### src/rtl/fetch_unit_pkg.sv
// Shared fetch-stage definitions: default widths and the jump-target table.
// No logic of its own; consumed by fetch_unit and its jump LUT.
// Table entries are signed integers, truncated to PC width where used.
package fetch_unit_pkg;

    // Default program-counter, opcode and jump-LUT index widths.
    localparam int PGM_CTR_W  = 8;
    localparam int OP_CDE_W   = 16;
    localparam int LUT_AW_DEF = 4;

    // How a redirect target is formed from a LUT entry.
    typedef enum logic {
        TGT_REL = 1'b0,   // brPc + sign-extended entry
        TGT_ABS = 1'b1    // entry used directly as the new PC
    } tgt_mode_e;

    // Jump-target table, kept next to the program images it serves.
    // Relative entries are two's-complement offsets.
    // Entry 4 is all ones once truncated, i.e. the last PC of the space.
    function automatic int jump_table(input int idx);
        case (idx)
            1:       return 20;
            2:       return 40;
            3:       return -5;
            4:       return -1;
            default: return 0;
        endcase
    endfunction

endpackage

### src/rtl/fetch_unit_jump_lut.sv
// Combinational jump-target lookup, 2**LUT_AW entries of PC_W bits.
// Latency: zero cycles (pure combinational read).
// No flow control; the entry follows idx.
module fetch_unit_jump_lut
    import fetch_unit_pkg::*;
#(
    parameter int PC_W   = PGM_CTR_W,
    parameter int LUT_AW = LUT_AW_DEF
) (
    input  logic [LUT_AW-1:0] idx,
    output logic [PC_W-1:0]   entry
);

    // Read the constant table and truncate to PC width.
    always_comb begin
        entry = '0;
        entry = PC_W'(jump_table(int'(idx)));
    end

endmodule

### src/rtl/fetch_unit.sv
// Instruction fetch: drives the PC into the ROM and registers the opcode into IF/ID.
// Latency: opcode at PC n appears in IF/ID one edge after PC=n; redirects cost one bubble.
// stall holds PC and IF/ID; flush bubbles IF/ID; once done is set only init is honoured.
module fetch_unit
    import fetch_unit_pkg::*;
#(
    parameter int PC_W   = PGM_CTR_W,
    parameter int OP_W   = OP_CDE_W,
    parameter int LUT_AW = LUT_AW_DEF
) (
    input  logic              clk,
    input  logic              init,
    input  logic              stall,
    input  logic              flush,
    input  logic              brTaken,
    input  logic              jmpAbs,
    input  logic [LUT_AW-1:0] lutIdx,
    input  logic [PC_W-1:0]   brPc,
    input  logic [OP_W-1:0]   opCde,
    output logic [PC_W-1:0]   pgmCtr,
    output logic [OP_W-1:0]   ifInst,
    output logic [PC_W-1:0]   ifPc,
    output logic              ifValid,
    output logic              done
);

    // The halt opcode is all ones at whatever opcode width is configured.
    localparam logic [OP_W-1:0] HALT = '1;

    logic [PC_W-1:0] lut_val;
    logic [PC_W-1:0] target;
    logic            is_halt;
    tgt_mode_e       tgt_mode;

    logic [PC_W-1:0] pc_nxt;
    logic [OP_W-1:0] inst_nxt;
    logic [PC_W-1:0] if_pc_nxt;
    logic            valid_nxt;
    logic            done_nxt;

    fetch_unit_jump_lut #(
        .PC_W   (PC_W),
        .LUT_AW (LUT_AW)
    ) jump_lut (
        .idx   (lutIdx),
        .entry (lut_val)
    );

    // Redirect target; the add is PC-wide so relative targets wrap naturally.
    always_comb begin
        tgt_mode = tgt_mode_e'(jmpAbs);
        is_halt  = (opCde == HALT);
        target   = lut_val;
        if (tgt_mode == TGT_REL) begin
            target = brPc + lut_val;
        end
    end

    // Next PC, IF/ID and done. Priority: done, redirect, stall, halt, sequential.
    // flush only affects IF/ID, and only a cleanly captured HALT raises done.
    always_comb begin
        pc_nxt    = pgmCtr;
        inst_nxt  = ifInst;
        if_pc_nxt = ifPc;
        valid_nxt = ifValid;
        done_nxt  = done;
        if (!done) begin
            if (brTaken) begin
                pc_nxt = target;
            end else if (!stall && !is_halt) begin
                pc_nxt = pgmCtr + PC_W'(1);
            end

            if (brTaken || flush) begin
                inst_nxt  = '0;
                if_pc_nxt = '0;
                valid_nxt = 1'b0;
            end else if (!stall) begin
                inst_nxt  = opCde;
                if_pc_nxt = pgmCtr;
                valid_nxt = 1'b1;
                done_nxt  = is_halt;
            end
        end
    end

    // State registers; init overrides everything, including done and stall.
    always_ff @(posedge clk) begin
        if (init) begin
            pgmCtr  <= '0;
            ifInst  <= '0;
            ifPc    <= '0;
            ifValid <= 1'b0;
            done    <= 1'b0;
        end else begin
            pgmCtr  <= pc_nxt;
            ifInst  <= inst_nxt;
            ifPc    <= if_pc_nxt;
            ifValid <= valid_nxt;
            done    <= done_nxt;
        end
    end

endmodule

### config.mk
export PLATFORM = sky130hd
export DESIGN_NAME = fetch_unit
export DESIGN_NICKNAME = d
export VERILOG_FILES = /design/src/rtl/fetch_unit_pkg.sv /design/src/rtl/fetch_unit_jump_lut.sv /design/src/rtl/fetch_unit.sv
export SDC_FILE = /design/constraint.sdc
export NUM_CORES = 1
export LEC_CHECK = 0
export ABC_AREA = 1
export ABC_CLOCK_PERIOD_IN_PS = 2000
export BUFFER_PORTS_ARGS = -buffer_cell sky130_fd_sc_hd__clkbuf_2
export CORE_MARGIN = 2
export CORE_UTILIZATION = 45
export CTS_CLUSTER_DIAMETER = 120
export CTS_CLUSTER_SIZE = 24
export DETAILED_ROUTE_END_ITERATION = 12
export PLACE_DENSITY = 0.82
export SLEW_MARGIN = 0
export SYNTH_ARGS = -nofsm -noshare
export SYNTH_HDL_FRONTEND = slang
export SYNTH_SLANG_ARGS = --single-unit
### constraint.sdc
create_clock -name clk -period 2 [get_ports clk]
set_clock_uncertainty 0.15 [all_clocks]
set_input_delay 0.2 -clock clk [delete_from_list [all_inputs] [get_ports clk]]
set_output_delay 0.2 -clock clk [all_outputs]
set_load 0.05 [all_outputs]
### Yosys cells after proc, flatten, opt, wreduce, memory -nomap -nowiden

Cells that the tools add are included.

* add/subtract/negate cells: 2
* multiply operators: 0
* div/mod/pow operators: 0
* order comparisons: 0
* eq/ne operators: 6
* shift operators: 0
* mux-type cells: 13
* bitwise logic cells: 1
* reduce and logical (&&, ||, !) cells: 7

Operators by type and width (count)
* 8-bit two-way mux: 5
* 16-bit two-way mux: 2
* 8-bit case mux with 4 select lines: 1
* 16-bit equality test (second input constant): 1
* 8-bit by 1-bit adder with 8-bit output (second input constant): 1
* 8-bit adder: 1
* 4-bit by 2-bit equality test with 1-bit output (second input constant): 2
* 1-bit two-way mux: 5
* 4-bit by 1-bit equality test with 1-bit output (second input constant): 1
* 4-bit by 3-bit equality test with 1-bit output (second input constant): 1
* 2-bit AND reduction: 2
* 1-bit zero test: 2
* 2-bit by 1-bit != test with 1-bit output (second input constant): 1
* 2-bit nonzero test: 1
* 1-bit logical AND: 1
* 1-bit logical OR: 1
* 1-bit NOT: 1

* flip-flop bits (word level): 34
* bits in latches: 0
* RAM bits: 0
* ROM bits: 0
* input bits: 34
* output and inout port bits: 34
* word-level logic and storage cells: 34
* memories kept: 0

### Depth between registers and ports, before layout

Gate-level depths: netlist of the first run.

* depth in word-level cells: 5
* mapped depth: 16
* gate-level depth less buffers: 16

### By module

A second synthesis of the first run with hierarchy kept.

* cell total of the unflattened synthesis: 317
* area total of the unflattened synthesis: 2067.0 µm²

Modules (own cells, without submodules)
* fetch_unit: times used 1, cells each 298, area an instance 1973.1 µm², seq. area each 680.7 µm²
* fetch_unit_jump_lut: times used 1, cells each 19, area an instance 93.8 µm², seq. area each 0.0 µm²

### Worst setup path before layout of the first run

Ideal clock, no wire load.

* path type: input to register
* start: input lutIdx[3]
* end: register pgmCtr[6]
* setup time: 0.117 ns
* arrival time: 1.751 ns
* required time: 1.733 ns
* setup slack: -0.018 ns
* stages: 14
* path buffers: 0
* cell sequence: nor2_1 nand2_1 nand2_4 ha_1 inv_1 fa_1 o21ai_1 nand3b_1 nand2_1 nand2_1 nand3_1 nand2_1 nand2_1 a21oi_1

* cells in the longest elaborated chain, start to end: 5
* elaborated cells on any way between the ends: 8
* those cells by class: add/sub: 1; eq/ne: 4; mux: 3

Ends and longest elaborated chain
* start: declaration: RTL line fetch_unit.sv:17 `input logic [LUT_AW-1:0] lutIdx,`
* 4-bit by 3-bit equality test with 1-bit output (tied with other cells): RTL line fetch_unit_pkg.sv:21 `case (idx)`
* 8-bit case mux with 4 select lines *: RTL line fetch_unit_pkg.sv:21
* 8-bit adder: RTL line fetch_unit.sv:55 `target = brPc + lut_val;`
* 8-bit two-way mux *: RTL line fetch_unit.sv:54 `if (tgt_mode == TGT_REL) begin`
* 8-bit two-way mux *: RTL line fetch_unit.sv:68 `if (brTaken) begin`
* end signal: assignment: RTL line fetch_unit.sv:96 `pgmCtr <= pc_nxt;`
* end: declaration: RTL line fetch_unit.sv:20 `output logic [PC_W-1:0] pgmCtr,`

Mark *: on every way between the ends. The rest lies on a longest branch, timed or not.
A chain may end at the register's enable or synchronous reset.

### Worst setup path after layout of the first run

* start: input lutIdx[2]
* end: register pgmCtr[7]

The elaborated chain is that of the path after synthesis.

==> impl_metrics.sql, run 1 <==
INSERT INTO impl_metrics (metric_group, metric, value, unit) VALUES
('run_status', 'status', 'finished, final reports clean', ''),
('setup_path', 'worst_r2r_startpoint', 'pgmCtr[0]$_SDFFE_PP0P_', ''),
('placement', 'detailed_place.area', '0.00248', 'sq mm'),
('synth', 'synth_cell_types', '28', ''),
('routing', 'post_drt_wl_per_cell', '11.4', 'microns'),
('final_layout', 'num-fill-cells', '423', ''),
('setup_path', 'rrSetupSlack', '370', 'ps'),
('synth', 'number_of_nets_produced_by_synthesis', '348', ''),
('global_routing', 'vias_in_the_first_global_route', '2053', ''),
('global_routing', 'maximum_number_of_pins_on_one_net_before_global_route_repair', '27', ''),
('clocking', 'ctsHtreeMaxLevel', '2', ''),
('pwr', 'clockPowerShare', '0.305', ''),
('clocking', 'cts.clk_slew.worst_paths', '60', 'ps'),
('routing', 'route.detailed.drc', '0', ''),
('placement', 'dp.final_hpwl', '3770', 'microns'),
('setup_path', 'endpoint_kind', 'flop', ''),
('global_routing', 'grt_use_total', '0.209', ''),
('setup_path', 'crit_path_frequent_cell', 'sky130_fd_sc_hd__nand2_1', ''),
('pwr', 'ir_worst_vdd', '0.370', 'mV'),
('run', 'maxCapViolations', '0', ''),
('sta', 'timing_hold_violations_final', '0', ''),
('clocking', 'cts_inserted_buffers', '5', ''),
('pwr', 'static-leakage-power', '1.28', 'nW'),
('setup_path', 'worstRegToRegCells', '8', ''),
('floorplan', 'die_area', '0.00500', 'sq mm'),
('setup_path', 'critical_path_peak_fanout', '5', ''),
('routing', 'ant_nets', '0', ''),
('routing', 'total_number_of_vias', '2210', ''),
('synth', 'mappedNetlistArea', '0.00200', 'sq mm'),
('synth', 'synth_top_area_share', '0.340', ''),
('sta', 'worst_relative_slew_slack', '0.722', ''),
('synth', 'synth.yosys.warnings', '0', ''),
('floorplan', 'die_height', '70.7', 'microns'),
('pwr', 'p_sw_frac', '0.326', ''),
('setup_path', 'startpoint_type', 'primary input', ''),
('sta', 'post_route_fraction_of_the_period_consumed_by_the_critical_path', '0.914', ''),
('floorplan', 'chip_width', '70.7', 'microns'),
('clocking', 'tritoncts', 'yes', ''),
('synth', 'synthDominantAreaCellType', 'sky130_fd_sc_hd__dfxtp_1', ''),
('setup_path', 'worst-setup-path-type', 'primary input to flop', ''),
('setup_path', 'cp.arrival', '1850', 'ps'),
('global_routing', 'wire_length_of_the_first_global_routing_pass', '8670', 'microns'),
('setup_path', 'cell_class_contributing_the_biggest_share_of_worst_path_delay', 'simple AND/OR/NAND/NOR gates', ''),
('placement', 'numPortBuffers', '67', ''),
('global_routing', 'antenna_found_initial', '0', ''),
('synth', 'ys_top_cells_by_area', 'sky130_fd_sc_hd__dfxtp_1 (34%), sky130_fd_sc_hd__nand2_1 (16%), sky130_fd_sc_hd__nand3_1 (9.7%)', ''),
('pwr', 'power.density', '651', 'mW/mm^2'),
('sta', 'grt_setup_unrepaired', 'true', ''),
('synth', 'post_synth_inst_count', '305', ''),
('sta', 'final_critical_path_setup_slack', '171', 'ps'),
('synth', 'synth_top_flop_cell', 'sky130_fd_sc_hd__dfxtp_1', ''),
('synth', 'postSynthAreaPerCell', '6.57', 'sq um'),
('sta', 'timing.final.max_slew_violations', '0', ''),
('min_path', 'hold_path_startpoint', 'opCde[14]', ''),
('min_path', 'whs_path_depth', '3', ''),
('setup_path', 'critPathSlowestCell', 'sky130_fd_sc_hd__or2_1', ''),
('pwr', 'intPower', '1.13', 'mW'),
('routing', 'drt_first_iter_violations', '99', ''),
('sta', 'worst_hold_slack', '24.0', 'ps'),
('synth', 'synth_seq_cells', '34', ''),
('final_layout', 'n_antenna_cell', '0', ''),
('floorplan', 'ioPinCount', '68', ''),
('setup_path', 'worst_path_largest_cell_delay', '270', 'ps'),
('clocking', 'worst_skew_pair.late_latency', '280', 'ps'),
('final_layout', 'drive_above_1_share', '0.267', ''),
('sta', 'worstMarginPinSlew', '416', 'ps'),
('synth', 'synth-seq-area-share', '0.340', ''),
('synth', 'synth_common_cells', 'sky130_fd_sc_hd__nand2_1 (86), sky130_fd_sc_hd__nand3_1 (39), sky130_fd_sc_hd__a21oi_1 (37)', ''),
('setup_path', 'timing.critical_path.cells', 'clkbuf_2, inv_1, nor2_1, nand2_2, buf_4, nand2_1, ha_1, or2_1, nand2_1, nor2_1, nor2_1, nand2_1, nand3_1, nand2_1, nand2_1, a21oi_1', ''),
('pwr', 'total_switching_power', '0.548', 'mW'),
('floorplan', 'starting_density_of_the_core', '0.464', '');
-- registers in the layout, indices dropped and copies added (netlist names) --
| register | cells |
|---|---|
| done | 1 |
| ifInst | 16 |
| ifPc | 8 |
| ifValid | 1 |
| pgmCtr | 8 |
-- metal layers --
layer	global-route usage	vias up	routed length [microns]
met5	0	-	0
met4	0.0629	0	73
met3	0.0456	10	294
met2	0.359	62	2440
met1	0.262	988	2210
li1	-	1150	-
-- worst reg2reg max path: stages (launching register included) --
cell and delay (ps):
sky130_fd_sc_hd__dfxtp_1 440, sky130_fd_sc_hd__ha_1 210, sky130_fd_sc_hd__nand2_1 70, sky130_fd_sc_hd__nor2_1 150, sky130_fd_sc_hd__nand3_1 100, sky130_fd_sc_hd__o21ai_0 160
sky130_fd_sc_hd__a21oi_1 60, sky130_fd_sc_hd__nor2_1 110, sky130_fd_sc_hd__a21oi_1 70
-- power by group through the flow --
stage / Combinational [mW] / Clock [mW] / Sequential (mW)
after detailed placement: 0.427 / 0 / 0.750
after global routing: 0.479 / 0.551 / 0.740
after CTS: 0.430 / 0.525 / 0.735
after floorplan: 0.195 / 0 / 0.843
final: 0.431 / 0.512 / 0.736
after global placement: 0.419 / 0 / 0.749
-- logic make-up after synthesis --
family                   Yosys count  synth area share
XOR/XNOR                           4            0.0175
AND/OR/NAND/NOR                  167             0.363
buffers and inverters             39            0.0787
flip-flops                        34             0.340
AO/OA/AOI/OAI                     52             0.142
adder cells (fa/ha/maj)            9            0.0599
-- per-stage QoR --
step	util	setup TNS, ps	total power, mW	cells
global placement	0.574	-367	1.17	430
global route	0.596	-2.78	1.77	438
CTS	0.595	0	1.69	438
detailed placement	0.574	-672	1.18	430
finish	0.596	0	1.68	438
floorplan	-	0	1.04	305
-- area by class of cell --
cell class,count,share of cell area
Tap cell,52,0.0252
Inverter,29,0.0422
Clock inverter,1,0.00194
Multi-Input combinational cell,232,0.457
Sequential cell,34,0.264
Timing Repair Buffer,83,0.177
Clock buffer,7,0.0335
-- placed cells by master, fill, tap and decap left out, drive strengths merged --
cell type	count
or2	2
nand2	90
nor2	30
a21o	1
fa	1
nand4	1
a21oi	38
nand3b	4
inv	29
o21bai	1
ha	8
nand3	39
dfxtp	34
a22oi	2
clkbuf	74
o21ai	9
o211ai	1
buf	16
clkinv	1
nor3	1
xor2	4
-- repair_timing --
| action | in CTS | in global routing |
|---|---|---|
| gates resized for setup | 0 | 3 |
| endpoints found under the setup margin | 0 | 3 |
| buffers inserted | 0 | 0 |
| hold buffers | 0 | 0 |
-- worst max path at each step --
stage	start	to	slack (ps)
3_5_place_dp	lutIdx[3]	pgmCtr[6]$_SDFFE_PP0P_	-200
2_1_floorplan	lutIdx[3]	pgmCtr[6]$_SDFFE_PP0P_	20
4_1_cts	lutIdx[3]	pgmCtr[6]$_SDFFE_PP0P_	110
6_report	lutIdx[2]	pgmCtr[7]$_SDFFE_PP0P_	170
3_3_place_gp	lutIdx[3]	pgmCtr[6]$_SDFFE_PP0P_	-110
5_1_grt	lutIdx[2]	pgmCtr[7]$_SDFFE_PP0P_	-3
(Power assumes the default switching activity.)
==> run 2, diff against run 1 <==
--- a/config.mk
+++ b/config.mk
@@ -7,12 +7,12 @@
 export LEC_CHECK = 0
 export ABC_AREA = 1
-export ABC_CLOCK_PERIOD_IN_PS = 2000
+export ABC_CLOCK_PERIOD_IN_PS = 1840
 export BUFFER_PORTS_ARGS = -buffer_cell sky130_fd_sc_hd__clkbuf_2
 export CORE_MARGIN = 2
-export CORE_UTILIZATION = 45
+export CORE_UTILIZATION = 50
 export CTS_CLUSTER_DIAMETER = 120
 export CTS_CLUSTER_SIZE = 24
 export DETAILED_ROUTE_END_ITERATION = 12
-export PLACE_DENSITY = 0.82
+export PLACE_DENSITY = 0.86
 export SLEW_MARGIN = 0
 export SYNTH_ARGS = -nofsm -noshare
==> constraint.sdc (replaced) <==
create_clock -name clk -period 1.84 [get_ports clk]
set_clock_uncertainty 0.15 [all_clocks]
set_input_delay 0.092 -clock clk [delete_from_list [all_inputs] [get_ports clk]]
set_output_delay 0.092 -clock clk [all_outputs]
set_load 0.05 [all_outputs]
==> run 2 against run 1 <==
  * Total power rose by 10%
  * Via count rose by 6.9%
  * Setup slack lost 64 ps
  * Final cell count up 3.2%
  * Die area is 9.4% lower
  * Hold slack got worse by 12 ps
  * Critical path depth did not move
  * Clock power rose by 3%
  * Register-to-register slack got worse by 130 ps
  * Global-route usage rose by 4.0 points
  * Largest cell class unchanged
==> impl_metrics.sql, run 2 (synthesis gave the netlist of run 1 again) <==
INSERT INTO impl_metrics (metric_group, metric, value, unit) VALUES
('run_status', 'status', 'finished, final reports clean', ''),
('min_path', 'end_point_of_the_most_critical_hold_path', 'done$_SDFF_PP0_', ''),
('setup_path', 'startpoint_type', 'primary input', ''),
('setup_path', 'critPathSlowestCell', 'sky130_fd_sc_hd__ha_4', ''),
('min_path', 'whs_path_depth', '3', ''),
('final_layout', 'drive_above_1_share', '0.289', ''),
('global_routing', 'maximum_number_of_pins_on_one_net_before_global_route_repair', '27', ''),
('routing', 'drt_pass1_iterations', '6', ''),
('clocking', 'worst_skew_pair.late_latency', '280', 'ps'),
('final_layout', 'largest_register', 'ifInst', ''),
('setup_path', 'path_buf_inv', '5', ''),
('setup_path', 'worstRegToRegCells', '8', ''),
('pwr', 'clockPowerShare', '0.285', ''),
('setup_path', 'timing.critical_path.from', 'lutIdx[2]', ''),
('routing', 'route.detailed.drc', '0', ''),
('clocking', 'cts_inserted_buffers', '5', ''),
('pwr', 'design_power_total', '1.85', 'mW'),
('floorplan', 'rows', '23', ''),
('run', 'maxCapViolations', '0', ''),
('routing', 'total_number_of_vias', '2363', ''),
('setup_path', 'path_depth', '16', ''),
('final_layout', 'largest_register_ff_count', '16', ''),
('final_layout', 'most_frequent_standard_cell_in_the_layout_excluding_fill_and_tap_cells', 'sky130_fd_sc_hd__nand2_1', ''),
('clocking', 'clock_tree.root_cell', 'sky130_fd_sc_hd__clkbuf_8', ''),
('final_layout', 'most-common-layout-cells', 'sky130_fd_sc_hd__nand2_1 (84), sky130_fd_sc_hd__clkbuf_2 (65), sky130_fd_sc_hd__nand3_1 (38)', ''),
('sta', 'timing.final.max_slew_violations', '0', ''),
('routing', 'post_drt_wl_per_cell', '12.1', 'microns'),
('clocking', 'cts_num_sinks', '34', ''),
('placement', 'numPortBuffers', '67', ''),
('min_path', 'timing.hold.worst.class', 'primary input to flop', ''),
('floorplan', 'chip_width', '67.3', 'microns'),
('setup_path', 'critical_path_peak_fanout', '3', ''),
('setup_path', 'worst_r2r_startpoint', 'pgmCtr[0]$_SDFFE_PP0P_', ''),
('placement', 'detailed_place.area', '0.00247', 'sq mm'),
('setup_path', 'timing.critical_path.cells', 'buf_4, inv_2, nor2_4, nand2_2, buf_4, nand2_1, ha_4, buf_4, inv_1, o21ai_4, nand3b_1, nand3_1, nand3_1, nand2_1, nand2_1, a21oi_1', ''),
('sta', 'final_critical_path_setup_slack', '107', 'ps'),
('final_layout', 'stdcell_area', '0.00284', 'sq mm'),
('pwr', 'ir_worst_vdd', '0.499', 'mV'),
('pwr', 'total_switching_power', '0.602', 'mW'),
('setup_path', 'worst-setup-path-type', 'primary input to flop', ''),
('final_layout', 'regs_by_ff_count', 'ifInst (16), ifPc (8), pgmCtr (8)', ''),
('floorplan', 'core_area', '0.00391', 'sq mm'),
('pwr', 'comb_power_share', '0.284', ''),
('routing', 'drt_first_iter_violations', '136', ''),
('placement', 'finalWeightedCongestion', '0.874', ''),
('placement', 'dp.final_hpwl', '3740', 'microns'),
('routing', 'routed_wirelength', '5450', 'microns'),
('sta', 'worst_relative_slew_slack', '0.737', ''),
('clocking', 'ctsHtreeMaxLevel', '2', ''),
('global_routing', 'wire_length_of_the_first_global_routing_pass', '8620', 'microns'),
('setup_path', 'endpoint_kind', 'flop', ''),
('min_path', 'hold_path_startpoint', 'stall', ''),
('global_routing', 'grt_most_used_layer', 'met2', ''),
('global_routing', 'antenna_found_initial', '0', ''),
('clocking', 'tritoncts', 'yes', ''),
('setup_path', 'cp.arrival', '1800', 'ps'),
('floorplan', 'starting_density_of_the_core', '0.512', ''),
('clocking', 'cts.clk_slew.worst_paths', '60', 'ps'),
('final_layout', 'nNetsFinal', '446', ''),
('global_routing', 'vias_in_the_first_global_route', '2092', ''),
('placement', 'preCtsSetupSlack', '-215', 'ps'),
('sta', 'worstMarginPinSlew', '394', 'ps'),
('global_routing', 'gr-usage-met1', '0.286', ''),
('final_layout', 'n_antenna_cell', '0', ''),
('clocking', 'ctsLongestPathBuffers', '2', ''),
('final_layout', 'num-fill-cells', '337', ''),
('sta', 'timing.final.crit_period', '1730', 'ps'),
('global_routing', 'grt_use_total', '0.248', ''),
('pwr', 'intPower', '1.25', 'mW'),
('floorplan', 'die_area', '0.00453', 'sq mm'),
('sta', 'report.final.setup_viol', '0', ''),
('setup_path', 'rr_endpoint', 'pgmCtr[6]$_SDFFE_PP0P_', ''),
('final_layout', 'flow.area_growth_from_synthesis', '41.6', '%'),
('floorplan', 'die_height', '67.3', 'microns'),
('pwr', 'seq_power_share', '0.432', ''),
('pwr', 'static-leakage-power', '1.36', 'nW'),
('pwr', 'p_sw_frac', '0.324', ''),
('routing', 'route.detailed.vias_per_inst', '5.23', ''),
('sta', 'fmaxAchievable', '0.577', 'GHz'),
('setup_path', 'rrSetupSlack', '240', 'ps'),
('pwr', 'power.density', '653', 'mW/mm^2'),
('setup_path', 'worst_ep_required_time', '1910', 'ps'),
('global_routing', 'grt-ovfl-total', '0', ''),
('floorplan', 'ioPinCount', '68', ''),
('sta', 'post_route_fraction_of_the_period_consumed_by_the_critical_path', '0.942', ''),
('setup_path', 'worst_path_largest_cell_delay', '300', 'ps'),
('routing', 'ant_nets', '0', ''),
('setup_path', 'cell_class_contributing_the_biggest_share_of_worst_path_delay', 'simple AND/OR/NAND/NOR gates', ''),
('sta', 'timing_hold_violations_final', '0', ''),
('global_routing', 'met3_track_demand_over_resource_in_global_routing', '0.0600', ''),
('global_routing', 'grt_util_met2', '0.437', '');
==> run 2: final cells by class <==
cell class / count / area (sq um) / area share
inverter: 29 / 109 / 0.0383
clock buffer: 6 / 82.6 / 0.0291
tap: 50 / 62.6 / 0.0220
timing repair buffer: 101 / 638 / 0.225
multi-input combinational: 232 / 1260 / 0.445
sequential: 34 / 683 / 0.241
==> run 2: how the worst max path moves through the flow <==
stage / end
after floorplan: pgmCtr[6]$_SDFFE_PP0P_
after global placement: pgmCtr[6]$_SDFFE_PP0P_
after detailed placement: pgmCtr[6]$_SDFFE_PP0P_
after CTS: pgmCtr[6]$_SDFFE_PP0P_
after global routing: pgmCtr[4]$_SDFFE_PP0P_
final: pgmCtr[6]$_SDFFE_PP0P_
==> run 2: worst min-delay path, delay by kind of cell <==
family,cells,cell delay [ps]
simple gates,1,120
buf+inv,1,130
compound gates,1,60
==> run 2: stage by stage <==
stage	hold slack [ps]	utilization	TNS, ps	std cells
finish	12.4	0.725	0	452
floorplan	102	-	0	305
global placement	207	0.631	-291	426
global route	43.3	0.725	-20.1	452
CTS	7.40	0.696	0	449
detailed placement	214	0.631	-745	426
==> run 2: per-layer routing <==
metal | vias up | routed length, microns
met3 | 10 | 359
met5 | - | 0
met4 | 0 | 104
met1 | 1078 | 2300
li1 | 1188 | -
met2 | 87 | 2690
==> run 2: repair_timing <==
| item | CTS | global route |
|---|---|---|
| setup endpoints to repair | 0 | 3 |
| hold buffers | 17 | 0 |
| buffers inserted | 0 | 3 |
| hold endpoints to repair | 24 | 0 |
| resized for setup | 0 | 21 |
==> run 2: power by group through the flow <==
| stage | Sequential, mW | Clock, mW | Combinational, mW |
|---|---|---|---|
| after global routing | 0.804 | 0.571 | 0.579 |
| final | 0.801 | 0.528 | 0.526 |
| after global placement | 0.815 | 0 | 0.450 |
| after CTS | 0.799 | 0.536 | 0.490 |
| after floorplan | 0.918 | 0 | 0.212 |
| after detailed placement | 0.816 | 0 | 0.460 |
==> run 3, diff against run 2 <==
- ABC_CLOCK_PERIOD_IN_PS: 1840 -> 1600
- GPL_TIMING_DRIVEN: unset -> 0
- clock period: 1.84 -> 1.6 ns (I/O delays scaled with it)
==> run 3 against run 2 <==
  * The run now ends with setup timing left
  * Sequential power up 15%
  * Critical endpoint is now pgmCtr[7]$_SDFFE_PP0P_
  * Wire length up 26%
  * Largest cell class unchanged
  * Die area unchanged
  * Via count up 11%
  * Critical path depth up 1
  * Final area up 9.1%
  * Utilization up 6.6 points
  * Register-to-register slack worse by 300 ps
  * Setup slack worse by 260 ps
==> impl_metrics.sql, run 3 (synthesis gave the netlist of run 1 again) <==
INSERT INTO impl_metrics (metric_group, metric, value, unit) VALUES
('setup_path', 'cp.arrival', '1830', 'ps'),
('clocking', 'cts.clk_slew.worst_paths', '70', 'ps'),
('floorplan', 'die_height', '67.3', 'microns'),
('pwr', 'static-leakage-power', '1.45', 'nW'),
('run_status', 'status', 'finished, violations left', ''),
('global_routing', 'grt-ovfl-total', '0', ''),
('setup_path', 'critical_path_peak_fanout', '5', ''),
('clocking', 'cts_inserted_buffers', '5', ''),
('routing', 'post_drt_wl_per_cell', '14.7', 'microns'),
('min_path', 'timing.hold.worst.class', 'primary input to flop', ''),
('routing', 'drt_pass1_iterations', '4', ''),
('global_routing', 'antenna_found_initial', '0', ''),
('pwr', 'power.density', '733', 'mW/mm^2'),
('placement', 'numPortBuffers', '66', ''),
('final_layout', 'largest_register', 'ifInst', ''),
('floorplan', 'core_area', '0.00391', 'sq mm'),
('setup_path', 'worst_ep_required_time', '1670', 'ps'),
('sta', 'timing.final.max_slew_violations', '0', ''),
('sta', 'final_critical_path_setup_slack', '-156', 'ps'),
('sta', 'timing.final.crit_period', '1760', 'ps'),
('global_routing', 'maximum_number_of_pins_on_one_net_before_global_route_repair', '11', ''),
('sta', 'worst_relative_slew_slack', '0.653', ''),
('setup_path', 'endpoint_kind', 'flop', ''),
('floorplan', 'die_area', '0.00453', 'sq mm'),
('placement', 'finalWeightedCongestion', '0.867', ''),
('floorplan', 'ioPinCount', '68', ''),
('final_layout', 'nNetsFinal', '460', ''),
('final_layout', 'largest_register_ff_count', '16', ''),
('routing', 'route.detailed.drc', '0', ''),
('sta', 'worstMarginPinSlew', '521', 'ps'),
('clocking', 'ctsHtreeMaxLevel', '2', ''),
('run_status', 'violations', 'setup timing', ''),
('final_layout', 'drive_above_1_share', '0.356', ''),
('floorplan', 'rows', '23', ''),
('floorplan', 'starting_density_of_the_core', '0.512', ''),
('pwr', 'design_power_total', '2.27', 'mW'),
('pwr', 'total_switching_power', '0.772', 'mW'),
('routing', 'drt_first_iter_violations', '166', ''),
('pwr', 'intPower', '1.50', 'mW'),
('global_routing', 'wire_length_of_the_first_global_routing_pass', '9420', 'microns'),
('routing', 'routed_wirelength', '6880', 'microns'),
('clocking', 'tritoncts', 'yes', ''),
('final_layout', 'regs_by_ff_count', 'ifInst (16), ifPc (8), pgmCtr (8)', ''),
('final_layout', 'most-common-layout-cells', 'sky130_fd_sc_hd__nand2_1 (76), sky130_fd_sc_hd__clkbuf_2 (62), sky130_fd_sc_hd__nand3_1 (35)', ''),
('pwr', 'clockPowerShare', '0.288', ''),
('sta', 'fmaxAchievable', '0.570', 'GHz'),
('global_routing', 'vias_in_the_first_global_route', '2198', ''),
('setup_path', 'startpoint_type', 'primary input', ''),
('sta', 'timing_hold_violations_final', '0', ''),
('sta', 'post_route_fraction_of_the_period_consumed_by_the_critical_path', '1.10', ''),
('final_layout', 'layout.cells.non_filler', '468', ''),
('routing', 'ant_nets', '0', ''),
('final_layout', 'num-fill-cells', '254', ''),
('routing', 'route.detailed.vias_per_inst', '5.58', ''),
('placement', 'dp.final_hpwl', '3750', 'microns'),
('final_layout', 'flow.area_growth_from_synthesis', '54.5', '%'),
('clocking', 'clock_tree.root_cell', 'sky130_fd_sc_hd__clkbuf_8', ''),
('setup_path', 'worst-setup-path-type', 'primary input to flop', ''),
('pwr', 'ir_worst_vdd', '0.614', 'mV'),
('clocking', 'cts_num_sinks', '34', ''),
('routing', 'total_number_of_vias', '2612', ''),
('clocking', 'worst_skew_pair.late_latency', '280', 'ps'),
('sta', 'grt_setup_unrepaired', 'true', ''),
('final_layout', 'n_antenna_cell', '0', ''),
('pwr', 'p_sw_frac', '0.340', ''),
('floorplan', 'chip_width', '67.3', 'microns'),
('global_routing', 'grt_use_total', '0.272', ''),
('sta', 'report.final.setup_viol', '8', ''),
('setup_path', 'rrSetupSlack', '-60', 'ps'),
('final_layout', 'most_frequent_standard_cell_in_the_layout_excluding_fill_and_tap_cells', 'sky130_fd_sc_hd__nand2_1', ''),
('placement', 'post-place-cells', '421', ''),
('pwr', 'comb_power_share', '0.304', ''),
('pwr', 'seq_power_share', '0.407', ''),
('clocking', 'ctsLongestPathBuffers', '2', ''),
('run', 'maxCapViolations', '0', '');
run 3: power groups by stage:
stage | clock [mW] | sequential, mW | combinational [mW]
after global routing | 0.696 | 0.928 | 0.745
after detailed placement | 0 | 0.940 | 0.521
after global placement | 0 | 0.939 | 0.510
final | 0.654 | 0.925 | 0.691
after CTS | 0.647 | 0.921 | 0.594
after floorplan | 0 | 1.06 | 0.252
run 3: worst max-delay path, cell delays in order:
cell and delay, ps:
sky130_fd_sc_hd__clkbuf_16 140, sky130_fd_sc_hd__nor2_4 130, sky130_fd_sc_hd__buf_4 120, sky130_fd_sc_hd__nand3b_1 130, sky130_fd_sc_hd__nand3_2 150, sky130_fd_sc_hd__ha_4 230
sky130_fd_sc_hd__nand2_2 60, sky130_fd_sc_hd__nand2_1 70, sky130_fd_sc_hd__nand2_1 90, sky130_fd_sc_hd__nand2_1 80, sky130_fd_sc_hd__inv_1 60, sky130_fd_sc_hd__nand2_1 50
sky130_fd_sc_hd__nand2_1 60, sky130_fd_sc_hd__nand3_1 70, sky130_fd_sc_hd__nand2_1 90, sky130_fd_sc_hd__nand2_2 60, sky130_fd_sc_hd__a21oi_2 130
run 3: area by class of cell:
class	count	area (sq um)	share of cell area
multi-input combinational	232	1370	0.444
clock inverter	1	5.00	0.00162
timing repair buffer	105	711	0.229
buffer	10	48.8	0.0158
sequential	34	688	0.222
inverter	29	121	0.0392
tap	50	62.6	0.0202
clock buffer	7	86.3	0.0279
run 3: timing repair:
| action | in CTS | in global routing |
|---|---|---|
| setup endpoints to repair | 7 | 13 |
| hold endpoints to repair | 17 | 1 |
| gates cloned | 0 | 0 |
| setup buffers | 8 | 11 |
| hold buffers | 22 | 1 |
| pin swaps | 15 | 20 |
| gates resized for setup | 10 | 34 |
run 3: metrics by stage:
step / cell area (sq um) / util / hold WS, ps / setup WS (ps) / TNS (ps)
floorplan: 2070 / - / 90.3 / -149 / -323
global placement: 2460 / 0.629 / 197 / -512 / -2590
detailed placement: 2460 / 0.629 / 204 / -531 / -2800
CTS: 2910 / 0.743 / 5.29 / -62.1 / -168
global route: 3100 / 0.791 / 54.9 / -277 / -1610
finish: 3100 / 0.791 / 16.3 / -156 / -796
run 3: path summary, 6_finish.rpt:
| check | end | start | cells past startpoint |
|---|---|---|---|
| max reg2reg | pgmCtr[6]$_SDFFE_PP0P_ | pgmCtr[0]$_SDFFE_PP0P_ | 8 |
| min | ifInst[3]$_SDFFE_PP0P_ | flush | 4 |
| max | pgmCtr[7]$_SDFFE_PP0P_ | lutIdx[2] | 17 |
| min reg2reg | ifInst[15]$_SDFFE_PP0P_ | ifInst[15]$_SDFFE_PP0P_ | 2 |
run 3: metal layers:
layer / routed length [microns] / share of wire / GRT usage / vias to the layer above
li1: - / - / - / 1216
met1: 2620 / 0.38 / 0.309 / 1218
met2: 3490 / 0.51 / 0.498 / 141
met3: 492 / 0.071 / 0.0550 / 37
met4: 277 / 0.040 / 0.102 / 0
met5: 0 / 0 / 0 / -
